$ cat config.mk
export PLATFORM = sky130hd
export DESIGN_NAME = display_scan_ctrl
export DESIGN_NICKNAME = d
export VERILOG_FILES = /design/src/rtl/display_scan_ctrl.sv
export SDC_FILE = /design/constraint.sdc
export NUM_CORES = 1
export LEC_CHECK = 0
export ABC_AREA = 1
export CORE_ASPECT_RATIO = 0.75
export CORE_MARGIN = 2
export CORE_UTILIZATION = 50
export CTS_CLUSTER_SIZE = 30
export DETAILED_ROUTE_END_ITERATION = 8
export PLACE_DENSITY = 0.72
export SYNTH_ARGS = -nofsm -noshare
export SYNTH_HDL_FRONTEND = slang
export SYNTH_SLANG_ARGS = --single-unit
$ cat constraint.sdc
create_clock -name clk -period 2.1 [get_ports clk]
set_clock_uncertainty 0.1 [all_clocks]
set_input_delay 0.42 -clock clk [delete_from_list [all_inputs] [get_ports clk]]
set_output_delay 0.42 -clock clk [all_outputs]
set_load 0.05 [all_outputs]
$ cat src/rtl/display_scan_ctrl.sv
// Time-multiplexed seven-segment scan controller: one BCD nibble per slot to a shared
// registered decoder, with blanking, per-digit blink and frame-start snapshot of the inputs.
module display_scan_ctrl #(
    parameter int NUM_DIGITS   = 6,
    parameter int SCAN_DIV     = 50000,
    parameter int BLANK_CYCLES = 2,
    parameter int BLINK_FRAMES = 64
) (
    input  logic                    clk,
    input  logic                    rst_n,
    input  logic                    en,
    input  logic [4*NUM_DIGITS-1:0] digits_bcd,
    input  logic [NUM_DIGITS-1:0]   blink_mask,
    output logic [3:0]              number_data,
    output logic [NUM_DIGITS-1:0]   digit_sel,
    output logic                    frame_tick
);

    localparam int IDX_W = (NUM_DIGITS > 1) ? $clog2(NUM_DIGITS) : 1;
    localparam int CNT_W = (SCAN_DIV > 1) ? $clog2(SCAN_DIV) : 1;
    localparam int FR_W  = $clog2(BLINK_FRAMES + 1);

    localparam logic [IDX_W-1:0] LAST_IDX   = IDX_W'(NUM_DIGITS - 1);
    localparam logic [CNT_W-1:0] SLOT_LAST  = CNT_W'(SCAN_DIV - 1);
    localparam logic [CNT_W-1:0] BLANK_LAST = CNT_W'(BLANK_CYCLES - 1);
    localparam logic [FR_W-1:0]  FRAME_LAST = FR_W'(BLINK_FRAMES - 1);

    typedef enum logic [1:0] {
        ST_IDLE  = 2'd0,
        ST_BLANK = 2'd1,
        ST_SHOW  = 2'd2
    } state_t;

    state_t                  state_q, state_d;
    logic [CNT_W-1:0]        slot_cnt_q, slot_cnt_d;
    logic [IDX_W-1:0]        digit_idx_q, digit_idx_d;
    logic [FR_W-1:0]         frame_cnt_q, frame_cnt_d;
    logic                    blink_phase_q, blink_phase_d;
    logic [4*NUM_DIGITS-1:0] snap_digits_q, snap_digits_d;
    logic [NUM_DIGITS-1:0]   snap_mask_q, snap_mask_d;
    logic [3:0]              number_data_q, number_data_d;
    logic [NUM_DIGITS-1:0]   digit_sel_q, digit_sel_d;
    logic                    frame_tick_q, frame_tick_d;

    logic                    slot_end_s;
    logic                    blank_end_s;
    logic                    slot_start_s;
    logic                    frame_start_s;
    logic                    wrap_s;
    logic [IDX_W-1:0]        next_idx_s;
    logic [3:0]              cur_nibble_s;
    logic                    show_lit_s;

    function automatic logic [3:0] nibble_at(input logic [4*NUM_DIGITS-1:0] vec,
                                             input logic [IDX_W-1:0]        idx);
        logic [3:0] nib;
        nib = 4'd0;
        for (int k = 0; k < NUM_DIGITS; k++) begin
            nib = (idx == IDX_W'(k)) ? vec[4*k +: 4] : nib;
        end
        return nib;
    endfunction

    function automatic logic bit_at(input logic [NUM_DIGITS-1:0] vec,
                                    input logic [IDX_W-1:0]      idx);
        logic b;
        b = 1'b0;
        for (int k = 0; k < NUM_DIGITS; k++) begin
            b = (idx == IDX_W'(k)) ? vec[k] : b;
        end
        return b;
    endfunction

    function automatic logic [NUM_DIGITS-1:0] select_n(input logic [IDX_W-1:0] idx);
        logic [NUM_DIGITS-1:0] sel;
        sel = '1;
        for (int k = 0; k < NUM_DIGITS; k++) begin
            sel[k] = (idx == IDX_W'(k)) ? 1'b0 : 1'b1;
        end
        return sel;
    endfunction

    // Slot timing events shared by the FSM, counters and output logic
    always_comb begin
        slot_end_s    = (state_q == ST_SHOW)  && (slot_cnt_q == SLOT_LAST);
        blank_end_s   = (state_q == ST_BLANK) && (slot_cnt_q == BLANK_LAST);
        slot_start_s  = en && ((state_q == ST_IDLE) || slot_end_s);
        wrap_s        = en && slot_end_s && (digit_idx_q == LAST_IDX);
        if (state_q == ST_IDLE) begin
            next_idx_s = {IDX_W{1'b0}};
        end else if (digit_idx_q == LAST_IDX) begin
            next_idx_s = {IDX_W{1'b0}};
        end else begin
            next_idx_s = digit_idx_q + {{(IDX_W-1){1'b0}}, 1'b1};
        end
        frame_start_s = slot_start_s && (next_idx_s == {IDX_W{1'b0}});
        cur_nibble_s  = nibble_at(snap_digits_q, digit_idx_q);
        // Invalid codes would leave the decoder showing the previous digit
        show_lit_s    = (cur_nibble_s <= 4'd9) &&
                        !(bit_at(snap_mask_q, digit_idx_q) && blink_phase_q);
    end

    // FSM state register
    always_ff @(posedge clk or negedge rst_n) begin
        if (!rst_n) begin
            state_q <= ST_IDLE;
        end else begin
            state_q <= state_d;
        end
    end

    // FSM next-state logic
    always_comb begin
        state_d = state_q;
        if (!en) begin
            state_d = ST_IDLE;
        end else begin
            case (state_q)
                ST_IDLE:  state_d = ST_BLANK;
                ST_BLANK: state_d = blank_end_s ? ST_SHOW : ST_BLANK;
                ST_SHOW:  state_d = slot_end_s ? ST_BLANK : ST_SHOW;
                default:  state_d = ST_IDLE;
            endcase
        end
    end

    // FSM output logic: registered number_data, digit_sel and frame_tick
    always_comb begin
        number_data_d = number_data_q;
        digit_sel_d   = '1;
        frame_tick_d  = 1'b0;
        if (!en) begin
            number_data_d = 4'd0;
        end else if (slot_start_s) begin
            number_data_d = frame_start_s ? digits_bcd[3:0]
                                          : nibble_at(snap_digits_q, next_idx_s);
            frame_tick_d  = frame_start_s;
        end else begin
            case (state_q)
                ST_BLANK: digit_sel_d = (blank_end_s && show_lit_s) ? select_n(digit_idx_q) : '1;
                ST_SHOW:  digit_sel_d = show_lit_s ? select_n(digit_idx_q) : '1;
                default:  digit_sel_d = '1;
            endcase
        end
    end

    // Slot counter, digit index, blink timing and frame snapshot
    always_comb begin
        slot_cnt_d    = slot_cnt_q;
        digit_idx_d   = digit_idx_q;
        frame_cnt_d   = frame_cnt_q;
        blink_phase_d = blink_phase_q;
        snap_digits_d = snap_digits_q;
        snap_mask_d   = snap_mask_q;
        if (!en || slot_start_s || (state_q == ST_IDLE)) begin
            slot_cnt_d = {CNT_W{1'b0}};
        end else begin
            slot_cnt_d = slot_cnt_q + {{(CNT_W-1){1'b0}}, 1'b1};
        end
        if (!en) begin
            digit_idx_d = {IDX_W{1'b0}};
        end else if (slot_start_s) begin
            digit_idx_d = next_idx_s;
        end else begin
            digit_idx_d = digit_idx_q;
        end
        if (wrap_s) begin
            if (frame_cnt_q == FRAME_LAST) begin
                frame_cnt_d   = {FR_W{1'b0}};
                blink_phase_d = !blink_phase_q;
            end else begin
                frame_cnt_d   = frame_cnt_q + {{(FR_W-1){1'b0}}, 1'b1};
            end
        end else begin
            frame_cnt_d = frame_cnt_q;
        end
        // Inputs are only sampled at frame start so a frame never tears
        if (frame_start_s) begin
            snap_digits_d = digits_bcd;
            snap_mask_d   = blink_mask;
        end else begin
            snap_digits_d = snap_digits_q;
        end
    end

    // Datapath registers
    always_ff @(posedge clk or negedge rst_n) begin
        if (!rst_n) begin
            slot_cnt_q    <= {CNT_W{1'b0}};
            digit_idx_q   <= {IDX_W{1'b0}};
            frame_cnt_q   <= {FR_W{1'b0}};
            blink_phase_q <= 1'b0;
            snap_digits_q <= {(4*NUM_DIGITS){1'b0}};
            snap_mask_q   <= {NUM_DIGITS{1'b0}};
        end else begin
            slot_cnt_q    <= slot_cnt_d;
            digit_idx_q   <= digit_idx_d;
            frame_cnt_q   <= frame_cnt_d;
            blink_phase_q <= blink_phase_d;
            snap_digits_q <= snap_digits_d;
            snap_mask_q   <= snap_mask_d;
        end
    end

    // Output registers
    always_ff @(posedge clk or negedge rst_n) begin
        if (!rst_n) begin
            number_data_q <= 4'd0;
            digit_sel_q   <= {NUM_DIGITS{1'b1}};
            frame_tick_q  <= 1'b0;
        end else begin
            number_data_q <= number_data_d;
            digit_sel_q   <= digit_sel_d;
            frame_tick_q  <= frame_tick_d;
        end
    end

    assign number_data = number_data_q;
    assign digit_sel   = digit_sel_q;
    assign frame_tick  = frame_tick_q;

endmodule

==> results of run 1 <==
==> path summary, 6_finish.rpt <==
path	slack (ns)	start	endpoint
worst max-delay path	-0.02	slot_cnt_q[0]$_DFF_PN0_	snap_digits_q[13]$_DFFE_PN0P_
worst min-delay path	0.31	rst_n	state_q[0]$_DFF_PN0_
worst max register to register	-0.02	slot_cnt_q[0]$_DFF_PN0_	snap_digits_q[13]$_DFFE_PN0P_
worst min register to register	0.37	frame_cnt_q[4]$_DFFE_PN0P_	frame_cnt_q[4]$_DFFE_PN0P_
max in group asynchronous	0.87	rst_n	snap_digits_q[11]$_DFFE_PN0P_
min in group clk	0.37	frame_cnt_q[4]$_DFFE_PN0P_	frame_cnt_q[4]$_DFFE_PN0P_
==> registers in the layout, summed over array words and instances (netlist names) <==
signal         cells
snap_digits_q     24
digit_idx_q        3
blink_phase_q      1
frame_tick         1
snap_mask_q        6
number_data        4
slot_cnt_q        16
frame_cnt_q        7
digit_sel          6
state_q            2
==> kinds of logic after synthesis <==
group,Yosys count,synth area share
DFF,70,0.484
and+or+nand+nor,234,0.277
buffers and inverters,78,0.0882
xor gates and xnor gates,3,0.00723
AOI/OAI and AO/OA,80,0.116
adders and majority gates,8,0.0275
==> critical path, stage by stage, from the launching register on <==
cell       delay [ns]
dfrtp_1          0.37
ha_2             0.20
nand2_2          0.07
nor2_4           0.16
inv_1            0.05
nor2_1           0.08
nand4_1          0.15
nand2_2          0.15
nand2_4          0.08
nor2_4           0.21
buf_6            0.16
clkbuf_16        0.15
nand2_2          0.04
o21ai_1          0.06
==> per-stage QoR <==
stage / TNS [ns] / total power, mW / std cells
CTS: 0 / 3.67 / 642
floorplan: 0 / 2.16 / 473
global route: -6.02 / 3.96 / 651
detailed placement: -0.0765 / 2.47 / 625
global placement: -0.0236 / 2.45 / 625
finish: -0.161 / 3.77 / 651
==> power breakdown <==
part,internal [mW],leakage [nW],switching [mW]
clock network,0.703,0.104,0.493
logic,0.357,1.26,0.541
registers,1.55,0.885,0.121
total,2.62,2.25,1.16
==> metal layers <==
layer  part of all wire  vias up  GRT usage
li1                   -     1665          -
met1               0.47     1561      0.343
met2               0.46      107      0.343
met3              0.052       17     0.0532
met4              0.017        0     0.0960
met5                  0        -          0
==> what timing repair did <==
action	in CTS	in global routing
buffers inserted	0	6
setup endpoints to repair	6	50
endpoints found under the hold margin	2	0
hold buffers	1	0
gates resized for setup	4	59
pin swaps	0	7
cloned	0	3
==> cell type report <==
cell class / instances / area (sq um) / share of cell area
Clock inverter: 3 / 67.6 / 0.0142
Multi-Input combinational cell: 325 / 1720 / 0.361
Inverter: 69 / 267 / 0.0558
Clock buffer: 13 / 149 / 0.0312
Tap cell: 98 / 123 / 0.0257
Timing Repair Buffer: 73 / 687 / 0.144
Sequential cell: 70 / 1760 / 0.369
==> cell usage after synthesis <==
library cell / count / area share
o211ai_1: 3 / 0.0062
inv_2: 6 / 0.0062
nor2_2: 1 / 0.0017
nand2_1: 147 / 0.15
dfstp_2: 6 / 0.043
nand3_1: 19 / 0.026
dfrtp_1: 64 / 0.44
xor2_1: 3 / 0.0072
nor3_2: 1 / 0.0028
nand2_2: 1 / 0.0017
a31oi_1: 2 / 0.0034
o21ai_1: 10 / 0.014
or2_2: 2 / 0.0034
nand4_1: 9 / 0.015
inv_1: 63 / 0.065
o22ai_1: 3 / 0.0052
clkbuf_1: 2 / 0.0021
o21a_1: 1 / 0.0021
a21oi_1: 33 / 0.045
buf_6: 3 / 0.0093
nand3_2: 1 / 0.0028
o21ai_0: 26 / 0.036
nor2_1: 29 / 0.030
a211oi_1: 2 / 0.0041
nand3b_1: 2 / 0.0041
buf_2: 4 / 0.0055
nor4_1: 4 / 0.0069
nor3_4: 1 / 0.0045
nor3_1: 15 / 0.021
or3_1: 1 / 0.0017
nor2_4: 1 / 0.0031
ha_1: 8 / 0.028
==> impl_metrics.json, run 1 <==
{
  "run_status": "finished with violations",
  "violations": "negative setup slack",
  "nFillCells": 578,
  "finalHoldViolations": 0,
  "synth_seq_cells": 70,
  "grt-ovfl-total": 0,
  "max_freq_ghz": 0.472,
  "drv_cap": 0,
  "fin_nets": 589,
  "worst_setup_path_start_kind": "register",
  "insertion_delay_ns": 0.35,
  "reg2reg_depth": 13,
  "fin_ws_ns": -0.0201,
  "cp.arrival_ns": 2.29,
  "drt-initial-drc-count": 241,
  "port-buffer-count": 43,
  "die-area_sq_um": 7970,
  "syn_area_per_cell_sq_um": 7.68,
  "peakVddDrop_mv": 0.490,
  "grt_setup_unrepaired": "yes",
  "worstMarginPinSlew_ns": 0.543,
  "critPathMaxFanout": 5,
  "io_pins": 44,
  "clockBufferDepth": 2,
  "grt_pass1_vias": 3065,
  "hpwl_um": 6370,
  "synthCells": 473,
  "antenna_found_initial": 0,
  "dp_worst_setup_slack_ns": -0.0512,
  "numClockSinks": 70,
  "num_vias": 3350,
  "cts_max_level": 3,
  "whs_ns": 0.313,
  "drc": 0,
  "finalMaxSlewViolations": 0,
  "diodes": 0,
  "final_common_cell": "nand2_1",
  "hp-class": "in -> async",
  "critical_path_class": "reg -> reg",
  "yosysSeqAreaShare": 0.484,
  "cts_inserted_buffers": 9,
  "setup_viol": 15,
  "die_h_um": 77.8,
  "synth_fp_nets": 514,
  "cp-end-kind": "register",
  "powerDensity_nw_per_um2": 790,
  "cts_root_buf": "clkbuf_8",
  "ys_warn_count": 0,
  "finalCritPeriodShare": 1.01,
  "synth.distinct_cells": 32,
  "wl_um": 9210,
  "grt_pass1_wl_um": 14600,
  "maxSlewHeadroom": 0.638,
  "clk_pin_slew_ns": 0.08,
  "core_sq_um": 6930,
  "grt_use_total": 0.237,
  "leakagePower_nw": 2.25,
  "place_area_sq_um": 4270,
  "gp_congestion": 0.888,
  "syn_to_final_growth_pct": 31.4,
  "stdcell_area_sq_um": 4770,
  "required_ns": 2.27,
  "avgRoutedWirePerCell_um": 14.1,
  "fin_util": 0.689,
  "final_cell_mix": "nand2_1 (134), dfrtp_1 (64), inv_1 (63)",
  "post-route-min-period_ns": 2.12,
  "synth.cell_area_sq_um": 3630,
  "grt_max_degree": 43,
  "drtAntennaViolNets": 0,
  "initial_utilization": 0.524,
  "via_per_inst": 5.15,
  "die_w_um": 102,
  "row_count": 26,
  "drive_above_1_share": 0.201,
  "tritoncts": "done",
  "dr.pass1.iters": 7
}
Note: power is estimated with default switching activity, not from simulation.
==> run 2: changes to the inputs <==
Settings changed: RECOVER_POWER set to 100, REMOVE_ABC_BUFFERS set to 1.
==> impl_metrics.json, run 2 (same netlist as run 1, synthesis figures left out) <==
{
  "finalHoldViolations": 0,
  "die_w_um": 102,
  "dp_worst_setup_slack_ns": -0.125,
  "post-route-min-period_ns": 2.06,
  "final_cell_mix": "nand2_1 (138), dfrtp_1 (64), inv_1 (62)",
  "hpwl_um": 6110,
  "cts_max_level": 3,
  "maxSlewHeadroom": 0.376,
  "critical_path_depth": 15,
  "tritoncts": "done",
  "powerDensity_nw_per_um2": 793,
  "wl_um": 8680,
  "cts_inserted_buffers": 9,
  "grt-ovfl-total": 0,
  "regMostFlops": "snap_digits_q",
  "crit_chain": "ha_2, nand2_2, nor2_4, inv_2, nor2_2, nand4_1, nand2_2, nand2_4, nor2_4, buf_12, inv_8, o21ai_2, inv_1, nand3_1, nand2_1",
  "max_freq_ghz": 0.486,
  "numClockSinks": 70,
  "cp-end-kind": "register",
  "clk_pin_slew_ns": 0.08,
  "via_per_inst": 5.10,
  "grt_use_total": 0.224,
  "nFillCells": 592,
  "worstMarginPinSlew_ns": 0.935,
  "grt_pass1_wl_um": 13800,
  "dr.pass1.iters": 4,
  "slowest_delay_ns": 0.38,
  "leakagePower_nw": 2.19,
  "stdcell_area_sq_um": 4680,
  "port-buffer-count": 43,
  "peakVddDrop_mv": 0.360,
  "run_status": "finished, final reports clean",
  "fin_nets": 582,
  "largestRegisters": "snap_digits_q (24), slot_cnt_q (16), frame_cnt_q (7)",
  "required_ns": 2.25,
  "initial_utilization": 0.524,
  "grt_pass1_vias": 2929,
  "critPathMaxFanout": 15,
  "io_pins": 44,
  "cp.arrival_ns": 2.20,
  "holdPathStages": 1,
  "crit_buf_inv": 4,
  "drc": 0,
  "die-area_sq_um": 7970,
  "syn_to_final_growth_pct": 28.7,
  "finalMaxSlewViolations": 0,
  "drt-initial-drc-count": 171,
  "row_count": 26,
  "diodes": 0,
  "die_h_um": 77.8,
  "clockBufferDepth": 2,
  "insertion_delay_ns": 0.36,
  "fin_ws_ns": 0.0438,
  "slowest_stage": "dfrtp_1",
  "largest_register_ffs": 24,
  "grt_setup_unrepaired": "yes",
  "multi_input_area_sq_um": 1660,
  "dp_cells": 621,
  "setup_viol": 0,
  "num_vias": 3284,
  "critical_path_class": "reg -> reg",
  "cts_root_buf": "clkbuf_8",
  "power_mw": 3.71,
  "finalCritPeriodShare": 0.979,
  "grt_max_degree": 71,
  "avgRoutedWirePerCell_um": 13.5,
  "hp-class": "reg -> reg",
  "fin_util": 0.675,
  "ff_latch_area_sq_um": 1760,
  "core_sq_um": 6930,
  "final_common_cell": "nand2_1",
  "drive_above_1_share": 0.158,
  "worst_setup_path_start_kind": "register",
  "finalNonFillerCells": 644,
  "antenna_found_initial": 0,
  "drv_cap": 0,
  "critPathTopFamily": "simple AND/OR/NAND/NOR gates",
  "drtAntennaViolNets": 0,
  "gp_congestion": 0.921,
  "place_area_sq_um": 4240,
  "reg2reg_depth": 15
}
-- run 2: power by group --
part,switching [mW],leakage (nW),internal (mW)
combinational,0.505,1.20,0.328
sequential,0.122,0.885,1.55
clock,0.528,0.109,0.671
-- run 2: repair_timing --
item,CTS,global route
endpoints found under the hold margin,19,0
endpoints found under the setup margin,4,49
setup buffers,0,3
hold buffers,1,0
pin swaps,0,9
gates cloned,0,3
resized for setup,4,41
-- run 2: worst reg2reg max path: stages (launching register included) --
cell	delay (ns)
dfrtp_1	0.38
ha_2	0.20
nand2_2	0.07
nor2_4	0.15
inv_2	0.05
nor2_2	0.10
nand4_1	0.12
nand2_2	0.14
nand2_4	0.08
nor2_4	0.13
buf_12	0.16
inv_8	0.07
o21ai_2	0.05
inv_1	0.05
nand3_1	0.07
nand2_1	0.05
-- run 2: metal layers --
metal / vias to the layer above / share of wire / track usage
met3: 14 / 0.053 / 0.0685
li1: 1662 / - / -
met4: 0 / 0.014 / 0.0560
met2: 81 / 0.45 / 0.338
met1: 1527 / 0.48 / 0.316
met5: - / 0 / 0
-- run 2: final cells by class --
type / instances / share of cell area
multi-input cells: 325 / 0.356
well taps: 98 / 0.0262
flip-flops and latches: 70 / 0.376
clock inverters: 7 / 0.0211
inverters: 69 / 0.0575
repair buffers: 66 / 0.137
clock buffers: 9 / 0.0265
-- run 2: path summary, 6_finish.rpt --
check	slack, ns	to	from
setup reg to reg	0.04	number_data[3]$_DFFE_PN0P_	slot_cnt_q[1]$_DFF_PN0_
max in group asynchronous	0.54	snap_mask_q[3]$_DFFE_PN0P_	rst_n
setup / recovery	0.04	number_data[3]$_DFFE_PN0P_	slot_cnt_q[1]$_DFF_PN0_
hold reg to reg	0.38	frame_cnt_q[4]$_DFFE_PN0P_	frame_cnt_q[4]$_DFFE_PN0P_
min in group asynchronous	0.75	snap_digits_q[8]$_DFFE_PN0P_	rst_n
hold / removal	0.38	frame_cnt_q[4]$_DFFE_PN0P_	frame_cnt_q[4]$_DFFE_PN0P_
-- run 2: stage by stage --
step	hold WS, ns	TNS [ns]
after CTS	0.375	-0.00234
final	0.376	0
after global routing	0.396	-0.662
after global placement	0.359	0
after detailed placement	0.358	-0.431
after floorplan	0.0244	-8.35
